[config.mk]
export PLATFORM = sky130hd
export DESIGN_NAME = id_ex_register
export DESIGN_NICKNAME = d
export VERILOG_FILES = /design/src/rtl/id_ex_register.sv
export SDC_FILE = /design/constraint.sdc
export NUM_CORES = 1
export LEC_CHECK = 0
export CORE_MARGIN = 10
export CORE_UTILIZATION = 42
export CTS_CLUSTER_SIZE = 8
export DETAILED_ROUTE_END_ITERATION = 8
export HOLD_SLACK_MARGIN = 0.08
export PLACE_DENSITY = 0.87
export SLEW_MARGIN = 20
export SYNTH_ARGS = -nofsm -noshare
export SYNTH_HDL_FRONTEND = slang
export SYNTH_SLANG_ARGS = --single-unit
[constraint.sdc]
create_clock -name clk -period 1.15 [get_ports clk]
set_input_delay 0.23 -clock clk [delete_from_list [all_inputs] [get_ports clk]]
set_output_delay 0.23 -clock clk [all_outputs]
set_load 0.05 [all_outputs]
[src/rtl/id_ex_register.sv]
// ID/EX pipeline register with branch squash, load-use bubble and hold.
// Define STALL_COUNTER_EN to build the saturating bubble counter on stall_count.
module id_ex_register #(
    parameter int DATA_W = 32,
    parameter int REG_W  = 5
) (
    input  logic              clk,
    input  logic              reset_n,
    input  logic              write_IDEX,
    input  logic              flush_CtrlBits,
    input  logic              flush_branch,
    input  logic [DATA_W-1:0] pc4_IFID,
    input  logic [DATA_W-1:0] readData1_ID,
    input  logic [DATA_W-1:0] readData2_ID,
    input  logic [DATA_W-1:0] signExt_ID,
    input  logic [REG_W-1:0]  rs_IFID,
    input  logic [REG_W-1:0]  rt_IFID,
    input  logic [REG_W-1:0]  rd_IFID,
    input  logic              regWrite_ID,
    input  logic              memToReg_ID,
    input  logic              memRead_ID,
    input  logic              memWrite_ID,
    input  logic              branch_ID,
    input  logic              aluSrc_ID,
    input  logic              regDst_ID,
    input  logic [1:0]        aluOp_ID,
    output logic [DATA_W-1:0] pc4_IDEX,
    output logic [DATA_W-1:0] readData1_IDEX,
    output logic [DATA_W-1:0] readData2_IDEX,
    output logic [DATA_W-1:0] signExt_IDEX,
    output logic [REG_W-1:0]  rs_IDEX,
    output logic [REG_W-1:0]  rt_IDEX,
    output logic [REG_W-1:0]  rd_IDEX,
    output logic              regWrite_IDEX,
    output logic              memToReg_IDEX,
    output logic              memRead_IDEX,
    output logic              memWrite_IDEX,
    output logic              branch_IDEX,
    output logic              aluSrc_IDEX,
    output logic              regDst_IDEX,
    output logic [1:0]        aluOp_IDEX,
    output logic              valid_IDEX,
    output logic [15:0]       stall_count
);

    localparam int DP_W   = 4*DATA_W + 3*REG_W;
    localparam int CTRL_W = 9;

    logic [DP_W-1:0]   dp_in, dp_d, dp_q;
    logic [CTRL_W-1:0] ctrl_in, ctrl_d, ctrl_q;
    logic              valid_d, valid_q;

    assign dp_in = {pc4_IFID, readData1_ID, readData2_ID, signExt_ID,
                    rs_IFID, rt_IFID, rd_IFID};
    assign ctrl_in = {regWrite_ID, memToReg_ID, memRead_ID, memWrite_ID,
                      branch_ID, aluSrc_ID, regDst_ID, aluOp_ID};

    // Branch squash beats hold; hold beats bubble; bubble beats load.
    always_comb begin
        dp_d    = dp_q;
        ctrl_d  = ctrl_q;
        valid_d = valid_q;
        if (flush_branch) begin
            ctrl_d  = '0;
            valid_d = 1'b0;
        end else if (!write_IDEX) begin
            dp_d = dp_q;
        end else if (flush_CtrlBits) begin
            dp_d    = dp_in;
            ctrl_d  = '0;
            valid_d = 1'b0;
        end else begin
            dp_d    = dp_in;
            ctrl_d  = ctrl_in;
            valid_d = 1'b1;
        end
    end

    always_ff @(posedge clk or negedge reset_n) begin
        if (!reset_n) begin
            dp_q    <= '0;
            ctrl_q  <= '0;
            valid_q <= 1'b0;
        end else begin
            dp_q    <= dp_d;
            ctrl_q  <= ctrl_d;
            valid_q <= valid_d;
        end
    end

    assign {pc4_IDEX, readData1_IDEX, readData2_IDEX, signExt_IDEX,
            rs_IDEX, rt_IDEX, rd_IDEX} = dp_q;
    assign {regWrite_IDEX, memToReg_IDEX, memRead_IDEX, memWrite_IDEX,
            branch_IDEX, aluSrc_IDEX, regDst_IDEX, aluOp_IDEX} = ctrl_q;
    assign valid_IDEX = valid_q;

`ifdef STALL_COUNTER_EN
    logic        bubble;
    logic [15:0] cnt_d, cnt_q;

    assign bubble = write_IDEX & flush_CtrlBits & ~flush_branch;

    always_comb begin
        cnt_d = cnt_q;
        if (bubble && cnt_q != 16'hFFFF)
            cnt_d = cnt_q + 16'd1;
    end

    always_ff @(posedge clk or negedge reset_n) begin
        if (!reset_n)
            cnt_q <= '0;
        else
            cnt_q <= cnt_d;
    end

    assign stall_count = cnt_q;
`else
    assign stall_count = 16'h0000;
`endif

endmodule

== After elaboration in Yosys (flattened, before gate mapping) ==
Cells that the tools add are included.
Word-level totals
  flip-flop bits (word level): 153
  input port bits: 157
  word-level logic and storage cells: 12
Operators by class
  reductions and logical operators: 2
  bitwise gates (word level): 1
  muxes and demuxes: 6
Operators with widths (count)
  $mux W9: 3
  $mux W1: 3
  $reduce_and A2 Y1: 1
  $reduce_bool A2 Y1: 1
  $not A1 Y1: 1

== Logic depth before layout (Yosys ltp) ==
Gate-level depths: netlist (run 1).
  depth after elaboration: 3
  mapped depth: 5
  gate-level depth less buffers: 2

== Worst setup path after synthesis (run 1) ==
No wires, ideal clock.
  kind: input port to flip-flop
  start point: input port write_IDEX
  end point: register dp_q[100]
  data required time: 1.025 ns
  arrival: 1.093 ns
  slack: -0.068 ns
  setup time: 0.125 ns
  stages on the path: 5
  path buffers: 3
  path through: nor2b_1 > buf_4 > buf_6 > buf_8 > mux2_4
On the way
  longest elaborated chain between the ends: 1
RTL lines
  from (decl): RTL line 9  | input logic write_IDEX,
  $reduce_and A2 Y1 (no line)
  to (signal assigned): RTL line 85  | dp_q <= dp_d;
  to (decl): RTL line 49  | logic [DP_W-1:0] dp_in, dp_d, dp_q;
No other way between the ends.
A chain may end at the register's enable or synchronous reset.

== Worst setup path after layout (run 1) ==
  start point: register dp_q[66]
  end point: output port readData2_IDEX[19]
RTL lines
  to (decl): RTL line 29  | output logic [DATA_W-1:0] readData2_IDEX,
No word-level cell between the ends.

==> results of run 1 <==
state kept, by name, indices dropped and copies added, names as in the netlist:
| signal | cells |
|---|---|
| valid_IDEX | 1 |
| dp_q | 143 |
| ctrl_q | 9 |
layer usage:
layer  part of all wire (%)  global-route usage [%]
met1                     36                    24.3
met2                     54                    41.2
met3                    8.0                    9.41
met4                    2.1                    7.55
met5                      0                       0
logic make-up (layout without fill, tap and decap cells):
family / after synthesis / in the layout / synth area share, %
AOI/OAI and AO/OA: 10 / 10 / 1.56
muxes: 143 / 143 / 30.7
DFF: 153 / 153 / 62.7
buffers and inverters: 33 / 456 / 4.63
other: 1 / 18 / 0.0614
and+or+nand+nor: 5 / 5 / 0.430
final cells by class:
type / instances / area [sq um] / area share, %
antenna: 2 / 5.00 / 0.0403
clock buffer: 20 / 457 / 3.68
clock inverter: 11 / 171 / 1.38
multi-input combinational: 174 / 2070 / 16.7
sequential: 153 / 3830 / 30.9
tap: 184 / 230 / 1.86
timing repair buffer: 425 / 5650 / 45.5
final timing paths:
path                                           end  slack (ps)  cells after the start
worst max-delay path            readData2_IDEX[19]        -150                      1
worst min-delay path                    valid_IDEX         180                      3
worst max register to register           dp_q[134]          80                      3
worst min register to register            dp_q[52]         580                      1
max in group asynchronous                 dp_q[11]         340                      3
min in group asynchronous                dp_q[122]         230                      2
metrics by stage:
step / worst slack (ps) / hold WS [ps] / area, sq um
5_1_grt: -159 / 184 / 12400
2_1_floorplan: -39.1 / -65.6 / 6210
6_report: -148 / 182 / 12400
3_3_place_gp: -607 / 65.0 / 11000
4_1_cts: -116 / 217 / 12100
3_5_place_dp: -643 / 64.9 / 11000
tightest hold or removal path, cell delays in order:
cell                       delay (ps)
sky130_fd_sc_hd__clkbuf_2         140
sky130_fd_sc_hd__buf_4            140
sky130_fd_sc_hd__a21oi_1           40
repair_timing:
item                                    CTS  global route
endpoints found under the setup margin  298           176
gates cloned                              1             0
hold buffers                              1             0
endpoints found under the hold margin   153             0
setup buffers                            57            36
gates resized for setup                   5             4
power by group:
group          switching, uW  internal [uW]  total [uW]
sequential               914           6150        7060
combinational           4190           4760        8950
clock                   2260           3740        6000
total                   7360          14700       22000
cells in the final DEF (no fill, tap or decap), types with 2 or more instances in the layout:
| master | count |
|---|---|
| sky130_fd_sc_hd__bufinv_16 | 4 |
| sky130_fd_sc_hd__clkbuf_16 | 17 |
| sky130_fd_sc_hd__mux2_2 | 73 |
| sky130_fd_sc_hd__buf_12 | 163 |
| sky130_fd_sc_hd__diode_2 | 2 |
| sky130_fd_sc_hd__a32o_1 | 9 |
| sky130_fd_sc_hd__buf_4 | 103 |
| sky130_fd_sc_hd__conb_1 | 16 |
| sky130_fd_sc_hd__clkinv_4 | 3 |
| sky130_fd_sc_hd__clkinv_2 | 2 |
| sky130_fd_sc_hd__dfrtp_1 | 153 |
| sky130_fd_sc_hd__clkinvlp_4 | 2 |
| sky130_fd_sc_hd__nand2b_1 | 2 |
| sky130_fd_sc_hd__clkbuf_8 | 2 |
| sky130_fd_sc_hd__nor2_2 | 2 |
| sky130_fd_sc_hd__mux2_4 | 70 |
| sky130_fd_sc_hd__clkdlybuf4s50_1 | 153 |
==> PnR_summary.wiki, run 1 <==
{| class="wikitable"
! Metric !! Value
|-
| Leakage Power || between 0.005 and 0.006 uW
|-
| Most frequently used flop master after synthesis || sky130_fd_sc_hd__dfrtp_1
|-
| IO Count || approximately 330
|-
| Count of flip-flops with a built-in enable after synthesis || 0
|-
| Worst VDD drop || around 1.3 mV
|-
| Total CTS buffers || 17
|-
| Clock slew seen by the registers of the worst setup and hold paths || around 70 ps
|-
| Count of standard-cell rows || 44
|-
| Largest delay contributor family on the critical path || flip-flops
|-
| Source of the critical timing path || dp_q[66]
|-
| Initial detailed-routing violation count || roughly 220
|-
| Via/cell ratio || approximately 4.9
|-
| Number of sinks handled by clock tree synthesis || roughly 150
|-
| Synth-to-layout area growth || 103%
|-
| Data arrival time of the critical path || around 1100 ps
|-
| Fin Setup TNS || -11590 ps
|-
| Ranking of synthesized cells by area || sky130_fd_sc_hd__dfrtp_1, sky130_fd_sc_hd__mux2_4, sky130_fd_sc_hd__mux2_2
|-
| Ranking of synthesized cells by instance count || sky130_fd_sc_hd__dfrtp_1, sky130_fd_sc_hd__mux2_2, sky130_fd_sc_hd__mux2_4
|-
| Area share of the largest cell type after synthesis || between 60% and 70%
|-
| Final weighted congestion in routability-driven placement || about 0.82
|-
| Post-Route Utilization || approximately 86%
|-
| Vias || between 4k and 5k
|-
| Final net count || approximately 930
|-
| Highest clock rate || between 0.7 and 0.8 GHz
|-
| Cell Count Post-Placement || between 800 and 900
|-
| Violations in the final reports || setup timing
|-
| Count of cell types in the netlist || 14
|-
| Largest net degree at the start of global routing || 42
|-
| Number of max-cap violations || 0
|-
| Per-cell routed wire length || about 26 microns
|-
| Yosys reg bits || about 150
|-
| Most frequently used cell type in the post-synthesis netlist || sky130_fd_sc_hd__dfrtp_1
|-
| Data required time of the worst path || 920 ps
|-
| Global-route wire length before repair || 34800 microns
|-
| CTS tree || done
|-
| Critical Path End Type || primary output
|-
| Non-filler cells, final || approximately 970
|-
| Kind of launch point of the worst setup path || flip-flop
|-
| Layout Skew || 0 ps
|-
| Post-synthesis cell type with the largest combined area || sky130_fd_sc_hd__dfrtp_1
|-
| Horizontal die dimension || 141 microns
|-
| Die ar. || about 20000 sq um
|-
| Post-layout total power || 22000 uW
|-
| Master cell of the clock root buffer || sky130_fd_sc_hd__clkbuf_16
|-
| Status || finished with violations
|-
| Number of warning messages in the yosys log || 0
|-
| All-layer global routing usage || 23.2%
|-
| CTS H-Tree Depth || 4
|-
| Worst reg2reg startpoint || dp_q[134]
|-
| Fraction of final layout cells with drive strength greater than 1 || 57.0%
|-
| Sequential share of the synthesized area || a little over three fifths
|-
| Number of setup violations in the final report || ~150
|-
| Hold Startpoint || flush_branch
|-
| Number of antenna violations at the first check in global routing || 1
|-
| Mean instance size in the synthesized netlist || 17.7 sq um
|-
| Final critical path time including I/O delays and setup || 1300 ps
|-
| Crit-path cells || buf_12
|-
| Worst-skew pair later-pin latency || 420 ps
|-
| Number of DRC violations after detailed routing || 0
|-
| Vias in the first global route || 5351
|-
| Maximum clock insertion buffer count || 2
|-
| Final Max Slew Viols || 0
|-
| Slowest cell on crit path || sky130_fd_sc_hd__dfrtp_1
|-
| Hold violation count in the final report || 0
|-
| Combined area of all synthesized cells || 6110 sq um
|-
| Count of antenna-violating nets left after detailed routing || 0
|-
| Post-Route WL || 24800 microns
|-
| Remaining global-route overflow || 0
|-
| Initial Util || between 40% and 50%
|-
| WP buf/inv || 1
|-
| Ratio of total power to cell area || around 1800 nW/um^2
|-
| Type of the worst setup path || reg -> out
|-
| Post-DP HPWL || about 17000 microns
|-
| First-pass iteration count of the detailed router || 4
|-
| Height of the die || approximately 140 microns
|-
| Fill cell count || roughly 570
|-
| Area of the core || between 10000 and 15000 sq um
|-
| Share of flip-flops with an asynchronous set or reset || 100%
|-
| Critical Path Fanout Max || 2
|-
| Count of buffers inserted at the top-level ports || just over 300
|-
| Least setup slack across all paths after layout || -148 ps
|-
| Delay of the slowest cell on the worst path || 460 ps
|-
| Ratio of final minimum period to clock period || 113%
|-
| Path type of the worst min-delay path || in -> reg
|-
| Unrepaired setup endpoints after global routing || yes
|-
| Mapped Cells || ~350
|}
Note: power is estimated with default switching activity, not from simulation.
==> run 2: changes to the inputs <==
--- a/config.mk
+++ b/config.mk
@@ -5,12 +5,14 @@
 export SDC_FILE = /design/constraint.sdc
 export NUM_CORES = 1
 export LEC_CHECK = 0
+export ABC_CLOCK_PERIOD_IN_PS = 1150
 export CORE_MARGIN = 10
 export CORE_UTILIZATION = 42
 export CTS_CLUSTER_SIZE = 8
 export DETAILED_ROUTE_END_ITERATION = 8
 export HOLD_SLACK_MARGIN = 0.08
 export PLACE_DENSITY = 0.87
+export SKIP_LAST_GASP = 1
 export SLEW_MARGIN = 20
 export SYNTH_ARGS = -nofsm -noshare
 export SYNTH_HDL_FRONTEND = slang
==> results of run 2 <==
Final layout, timing and power as in run 1 (identical DEF).
